[config.mk]
export PLATFORM = sky130hd
export DESIGN_NAME = data_mem_fetch_ctrl
export DESIGN_NICKNAME = d
export VERILOG_FILES = /design/src/rtl/wino_mem_pkg.sv /design/src/rtl/data_mem_fetch_ctrl.sv
export SDC_FILE = /design/constraint.sdc
export NUM_CORES = 1
export LEC_CHECK = 0
export ABC_AREA = 1
export CORE_MARGIN = 2
export CORE_UTILIZATION = 50
export CTS_CLUSTER_SIZE = 25
export DETAILED_ROUTE_END_ITERATION = 10
export PLACE_DENSITY = 0.75
export SYNTH_ARGS = -nofsm -noshare
export SYNTH_HDL_FRONTEND = slang
export SYNTH_SLANG_ARGS = --single-unit
[constraint.sdc]
create_clock -name clk -period 4.25 [get_ports clk]
set_clock_uncertainty 0.15 [all_clocks]
set_input_delay 0.85 -clock clk [delete_from_list [all_inputs] [get_ports clk]]
set_output_delay 0.85 -clock clk [all_outputs]
set_load 0.005 [all_outputs]
[src/rtl/wino_mem_pkg.sv]
// rtl/wino_mem_pkg.sv - shared constants and fetch FSM state type for the Winograd input data memory
package wino_mem_pkg;

    localparam int MEM_DEPTH   = 128;
    localparam int ADDR_W      = 8;
    localparam int CH_W        = 4;
    localparam int TILE_ROWS   = 4;
    localparam int TILE_STRIDE = 2;

    typedef enum logic [1:0] {
        IDLE = 2'd0,
        LO   = 2'd1,
        HI   = 2'd2,
        FIN  = 2'd3
    } fetch_state_t;

endpackage

[src/rtl/data_mem_fetch_ctrl.sv]
// rtl/data_mem_fetch_ctrl.sv - dual-port read-address sequencer for F(2x2,3x3) input tiles
// Optional stall counter output enabled by DATA_MEM_FETCH_CTRL_PERF_EN.
module data_mem_fetch_ctrl #(
    parameter int ADDR_W    = wino_mem_pkg::ADDR_W,
    parameter int MEM_DEPTH = wino_mem_pkg::MEM_DEPTH,
    parameter int CH_W      = wino_mem_pkg::CH_W
) (
    input  logic              clk,
    input  logic              reset,
    input  logic              start,
    input  logic [ADDR_W-1:0] cfg_base_addr,
    input  logic [ADDR_W-1:0] cfg_num_rows,
    input  logic [CH_W-1:0]   cfg_num_ch,
    input  logic              scan_mode,
    input  logic              ready_in,
    output logic [ADDR_W-1:0] addr_1_out,
    output logic [ADDR_W-1:0] addr_2_out,
    output logic              package_1_valid_out,
    output logic              package_2_valid_out,
    output logic [CH_W-1:0]   ch_out,
    output logic [ADDR_W-2:0] tile_out,
    output logic              phase_out,
    output logic              last_out,
    output logic              busy,
    output logic              done,
    output logic              cfg_err
`ifdef DATA_MEM_FETCH_CTRL_PERF_EN
    ,
    output logic [15:0]       stall_cnt
`endif
);
    import wino_mem_pkg::*;

    localparam int SPAN_W = ADDR_W + CH_W + 1;

    fetch_state_t      state_q, state_d;
    logic [CH_W-1:0]   ch_q, ch_d;
    logic [ADDR_W-2:0] tile_q, tile_d;
    logic [ADDR_W-1:0] chbase_q, chbase_d;
    logic [ADDR_W-1:0] rows_q, rows_d;
    logic [ADDR_W-2:0] tlast_q, tlast_d;
    logic [CH_W-1:0]   chlast_q, chlast_d;

    logic [ADDR_W-1:0] addr1_q, addr1_d;
    logic [ADDR_W-1:0] addr2_q, addr2_d;
    logic              vld_q, vld_d;
    logic [CH_W-1:0]   ch_out_q, ch_out_d;
    logic [ADDR_W-2:0] tile_out_q, tile_out_d;
    logic              phase_q, phase_d;
    logic              last_q, last_d;
    logic              done_q, done_d;
    logic              err_q, err_d;

    logic [SPAN_W-1:0] span;
    logic              cfg_ok;
    logic              launch;
    logic [ADDR_W-1:0] row;

    // Range check is done wide so a large base plus image can never wrap into range.
    always_comb begin
        span   = SPAN_W'(cfg_base_addr) + SPAN_W'(cfg_num_ch) * SPAN_W'(cfg_num_rows);
        cfg_ok = !cfg_num_rows[0] && (cfg_num_rows >= ADDR_W'(TILE_ROWS))
                 && (cfg_num_ch != '0) && (span <= SPAN_W'(MEM_DEPTH));
        launch = (state_q == IDLE) && start && !scan_mode;
    end

    always_comb begin
        state_d  = state_q;
        ch_d     = ch_q;
        tile_d   = tile_q;
        chbase_d = chbase_q;
        rows_d   = rows_q;
        tlast_d  = tlast_q;
        chlast_d = chlast_q;
        err_d    = 1'b0;
        case (state_q)
            IDLE: begin
                if (launch) begin
                    if (cfg_ok) begin
                        state_d  = LO;
                        ch_d     = '0;
                        tile_d   = '0;
                        chbase_d = cfg_base_addr;
                        rows_d   = cfg_num_rows;
                        tlast_d  = (ADDR_W-1)'((cfg_num_rows >> 1) - ADDR_W'(2));
                        chlast_d = cfg_num_ch - CH_W'(1);
                    end else begin
                        err_d = 1'b1;
                    end
                end
            end
            LO: begin
                if (scan_mode) begin
                    state_d = IDLE;
                end else if (ready_in) begin
                    state_d = HI;
                end
            end
            HI: begin
                if (scan_mode) begin
                    state_d = IDLE;
                end else if (ready_in) begin
                    if (tile_q == tlast_q) begin
                        if (ch_q == chlast_q) begin
                            state_d = FIN;
                        end else begin
                            state_d  = LO;
                            tile_d   = '0;
                            ch_d     = ch_q + CH_W'(1);
                            chbase_d = chbase_q + rows_q;
                        end
                    end else begin
                        state_d = LO;
                        tile_d  = tile_q + (ADDR_W-1)'(1);
                    end
                end
            end
            FIN:     state_d = IDLE;
            default: state_d = IDLE;
        endcase
    end

    // Outputs are registered copies of what the next state will present.
    always_comb begin
        vld_d      = (state_d == LO) || (state_d == HI);
        row        = chbase_d + {tile_d, 1'b0};
        addr1_d    = '0;
        addr2_d    = '0;
        ch_out_d   = '0;
        tile_out_d = '0;
        phase_d    = 1'b0;
        last_d     = 1'b0;
        if (vld_d) begin
            addr1_d    = row + ((state_d == HI) ? ADDR_W'(TILE_STRIDE) : '0);
            addr2_d    = addr1_d + ADDR_W'(1);
            ch_out_d   = ch_d;
            tile_out_d = tile_d;
            phase_d    = (state_d == HI);
            last_d     = (state_d == HI) && (tile_d == tlast_d) && (ch_d == chlast_d);
        end
        done_d = (state_d == FIN);
    end

    always_ff @(posedge clk or posedge reset) begin
        if (reset) begin
            state_q    <= IDLE;
            ch_q       <= '0;
            tile_q     <= '0;
            chbase_q   <= '0;
            rows_q     <= '0;
            tlast_q    <= '0;
            chlast_q   <= '0;
            addr1_q    <= '0;
            addr2_q    <= '0;
            vld_q      <= 1'b0;
            ch_out_q   <= '0;
            tile_out_q <= '0;
            phase_q    <= 1'b0;
            last_q     <= 1'b0;
            done_q     <= 1'b0;
            err_q      <= 1'b0;
        end else begin
            state_q    <= state_d;
            ch_q       <= ch_d;
            tile_q     <= tile_d;
            chbase_q   <= chbase_d;
            rows_q     <= rows_d;
            tlast_q    <= tlast_d;
            chlast_q   <= chlast_d;
            addr1_q    <= addr1_d;
            addr2_q    <= addr2_d;
            vld_q      <= vld_d;
            ch_out_q   <= ch_out_d;
            tile_out_q <= tile_out_d;
            phase_q    <= phase_d;
            last_q     <= last_d;
            done_q     <= done_d;
            err_q      <= err_d;
        end
    end

`ifdef DATA_MEM_FETCH_CTRL_PERF_EN
    logic [15:0] stall_q, stall_d;

    always_comb begin
        stall_d = stall_q;
        if (launch && cfg_ok) begin
            stall_d = '0;
        end else if (vld_q && !ready_in && (stall_q != 16'hFFFF)) begin
            stall_d = stall_q + 16'd1;
        end
    end

    always_ff @(posedge clk or posedge reset) begin
        if (reset) begin
            stall_q <= '0;
        end else begin
            stall_q <= stall_d;
        end
    end

    assign stall_cnt = stall_q;
`endif

    assign addr_1_out          = addr1_q;
    assign addr_2_out          = addr2_q;
    assign package_1_valid_out = vld_q;
    assign package_2_valid_out = vld_q;
    assign ch_out              = ch_out_q;
    assign tile_out            = tile_out_q;
    assign phase_out           = phase_q;
    assign last_out            = last_q;
    assign busy                = vld_q;
    assign done                = done_q;
    assign cfg_err             = err_q;

endmodule

==> reports/metrics.yaml <==
synth_flop_cell: "dfrtp_1"
worstRegToRegCells: 24
setup_tns_ns: -38.13
hold_end: "rows_q[3]"
diodes: 0
leakage_nw: 4.782
clk_pin_slew_worst_paths_ns: 0.07
syn-instance-count: 819
grt_setup_unrepaired: "true"
die_h_um: 112.7
grt_max_degree: 35
gr-usage-met3_pct: 5.454
r2r_start: "ch_q[1]"
synth.distinct_cells: 40
whs_path_depth: 2
detailed_place_hpwl_mm: 13.60
powerDensity_nw_per_um2: 614.4
post-route-drc-count: 0
startpoint: "cfg_num_rows[4]"
io_pins: 59
rows: 39
setup_viol: 63
yosysWarnings: 0
top_usage_layer: "met2"
portBuffers: 58
rrSetupSlack_ns: -0.25
fin_ws_ns: -1.991
cp_max_fo: 5
power.total_mw: 5.782
syn_avg_cell_area_um2: 7.208
use_met1_pct: 40.07
required_ns: 4.34
grt_pass1_vias: 6549
max_freq_mhz: 160.2
cp.arrival_ns: 6.33
synth_compound_area_share_pct: 7.100
cpMaxStageDelayCell: "fa_2"
fillCellCount: 598
synth_edf_count: 0
violations: "setup timing"
drt_iter0_markers: 822
cts_sinks: 72
slew_viol_final: 0
die_area_um2: 12690
clk_latency_ns: 0.35
root_buffer: "clkbuf_16"
cp-end-kind: "flip-flop"
grtUsageMet2_pct: 57.60
yosys.area_share.simple_pct: 30.88
max-clock-path-buffers: 2
cts_buffers: 9
drv_cap: 0
hp-start: "rows_q[3]"
fin_crit_sh_pct: 146.8
cts_max_level: 3
routabilityCongestion: 0.9269
final_util_pct: 82.06
synth_top_family_by_area: "simple AND/OR/NAND/NOR gates"
vias: 7167
track_usage_pct: 33.65
die_w_um: 112.7
relSlewSlack_pct: 46.88
hold_viol: 0
core-area_um2: 11470
initial_core_util_pct: 51.48
antenna_found_initial: 0
grt_pass1_wl_mm: 33.32
areaGrowthSynthToFinish_pct: 59.41
tightest_slew_ns: 0.7957
fin_crit_ns: 6.241
start_kind: "primary input"
hp-class: "flip-flop to flip-flop"
ys_seq_area_share_pct: 30.52
r2r-end: "addr_2_out[5]"
ys_seq_elements: 72
viasPerCell: 6.094
first_pass_iters: 6
fin_nets: 1124
detail-route-antenna-nets: 0
cts_tree: "built"
final_area_um2: 9410
max_stage_delay_ns: 0.62
overflow: 0
dpl-instance-area_um2: 7607
routedWlPerCell_um: 21.58
synth_fp_nets: 914
muxShareOfSynthArea_pct: 0
synth_async_sr_flop_share_pct: 100.0
synthXorXnorAreaFrac_pct: 2.671
layout-drive-gt1-share_pct: 40.17
outcome: "finished, violations left"
synthAdderAreaFrac_pct: 17.63
vdd_drop_max_v: 0.0003807
pre_cts_slack_ns: -2.845
routed_wl_mm: 25.38
critPathKind: "primary input to flip-flop"
syn_area_um2: 5903
## area by class of cell
cell class              instances  area, um2  share of cell area (%)
multi-input cells             584       4499                   47.81
repair buffers                220       2098                   22.30
flip-flops and latches         72       1802                   19.15
inverters                     142      559.3                   5.943
clock buffers                  10      239.0                   2.540
well taps                     143      178.9                   1.901
clock inverters                 5      33.78                  0.3590
## synth_stat cells, types with 9 or more instances
cell     instances  area, um2
a21oi_1         19      95.09
dfrtp_1         72       1802
fa_1            22      440.4
ha_1            48      600.6
inv_1          134      503.0
nand2_1        236      885.9
nand2_2          9      56.30
nand3_1         64      320.3
nand4_1         10      62.56
nor2_1          75      281.5
nor3_1          10      50.05
o21ai_0         36      180.2
xor2_1          10      87.58
## critical path, delay by kind of cell
kind / cells / cell delay (ns)
AO/OA/AOI/OAI: 4 / 0.57
AND/OR/NAND/NOR: 9 / 0.73
buffers and inverters: 13 / 1.39
adder cells (fa/ha/maj): 6 / 2.54
XOR/XNOR: 1 / 0.22
## where the power goes
part / internal, mW / switching (mW) / total [mW] / leakage [nW]
Sequential: 0.829 / 0.173 / 1.00 / 0.943
Clock: 0.407 / 0.328 / 0.735 / 0.130
Combinational: 1.79 / 2.25 / 4.04 / 3.71
Total: 3.03 / 2.75 / 5.78 / 4.78
## per-stage QoR
stage,hold WS (ns),instances
6_report,0.3654,1176
5_1_grt,0.3872,1176
4_1_cts,0.3481,1164
3_5_place_dp,0.3343,1113
3_3_place_gp,0.3269,1113
2_1_floorplan,0.2959,819
## how the worst max path moves through the flow
stage               endpoint  slack [ns]
6_report       addr_2_out[6]       -1.99
5_1_grt        addr_2_out[5]       -2.16
4_1_cts        addr_2_out[7]       -1.70
3_5_place_dp   addr_2_out[7]       -2.84
3_3_place_gp   addr_2_out[7]       -2.70
2_1_floorplan  addr_2_out[5]       -1.96
## layer usage
metal	routed length (um)	part of all wire, %
met1	8912	35
met2	11820	47
met3	2509	9.9
met4	2140	8.4
met5	0	0
## repair_timing
action                                  CTS  global route
hold endpoints to repair                  0             0
pin swaps                                65            39
setup buffers                            34            15
cloned                                    4             0
resized for setup                       193           151
endpoints found under the setup margin   71            71
hold buffers                              0             0
## registers in the layout, summed over array words and instances, names as in the netlist, 4 cells and up
name and count:
addr_1_out 8, addr_2_out 8, chbase_q 8, rows_q 8, tile_out 7, tile_q 7, tlast_q 7, ch_out 4
ch_q 4, chlast_q 4
## cell usage in the layout (no fill, tap or decap), types with 9 or more instances in the layout
cell / Yosys / final
nor2_4: 1 / 16
ha_4: 0 / 19
nand2_2: 9 / 45
nand2_4: 0 / 21
dfrtp_1: 72 / 72
buf_6: 4 / 42
inv_2: 7 / 23
nor2_1: 75 / 44
nand3_1: 64 / 47
xor2_1: 10 / 9
inv_1: 134 / 110
a21oi_1: 19 / 9
o21ai_0: 36 / 17
o21ai_2: 1 / 11
ha_1: 48 / 28
nand4_1: 10 / 10
clkdlybuf4s50_1: 0 / 47
nand3_2: 4 / 17
buf_4: 3 / 115
a21oi_2: 2 / 10
nor2_2: 5 / 21
fa_1: 22 / 16
nand2_1: 236 / 176
clkbuf_16: 0 / 9
## kinds of logic after synthesis
family	after synthesis
flops	72
simple gates	423
fa+ha+maj	70
xor+xnor	18
compound gates	73
buf+inv	163
Power figures use the tool's default switching activity.
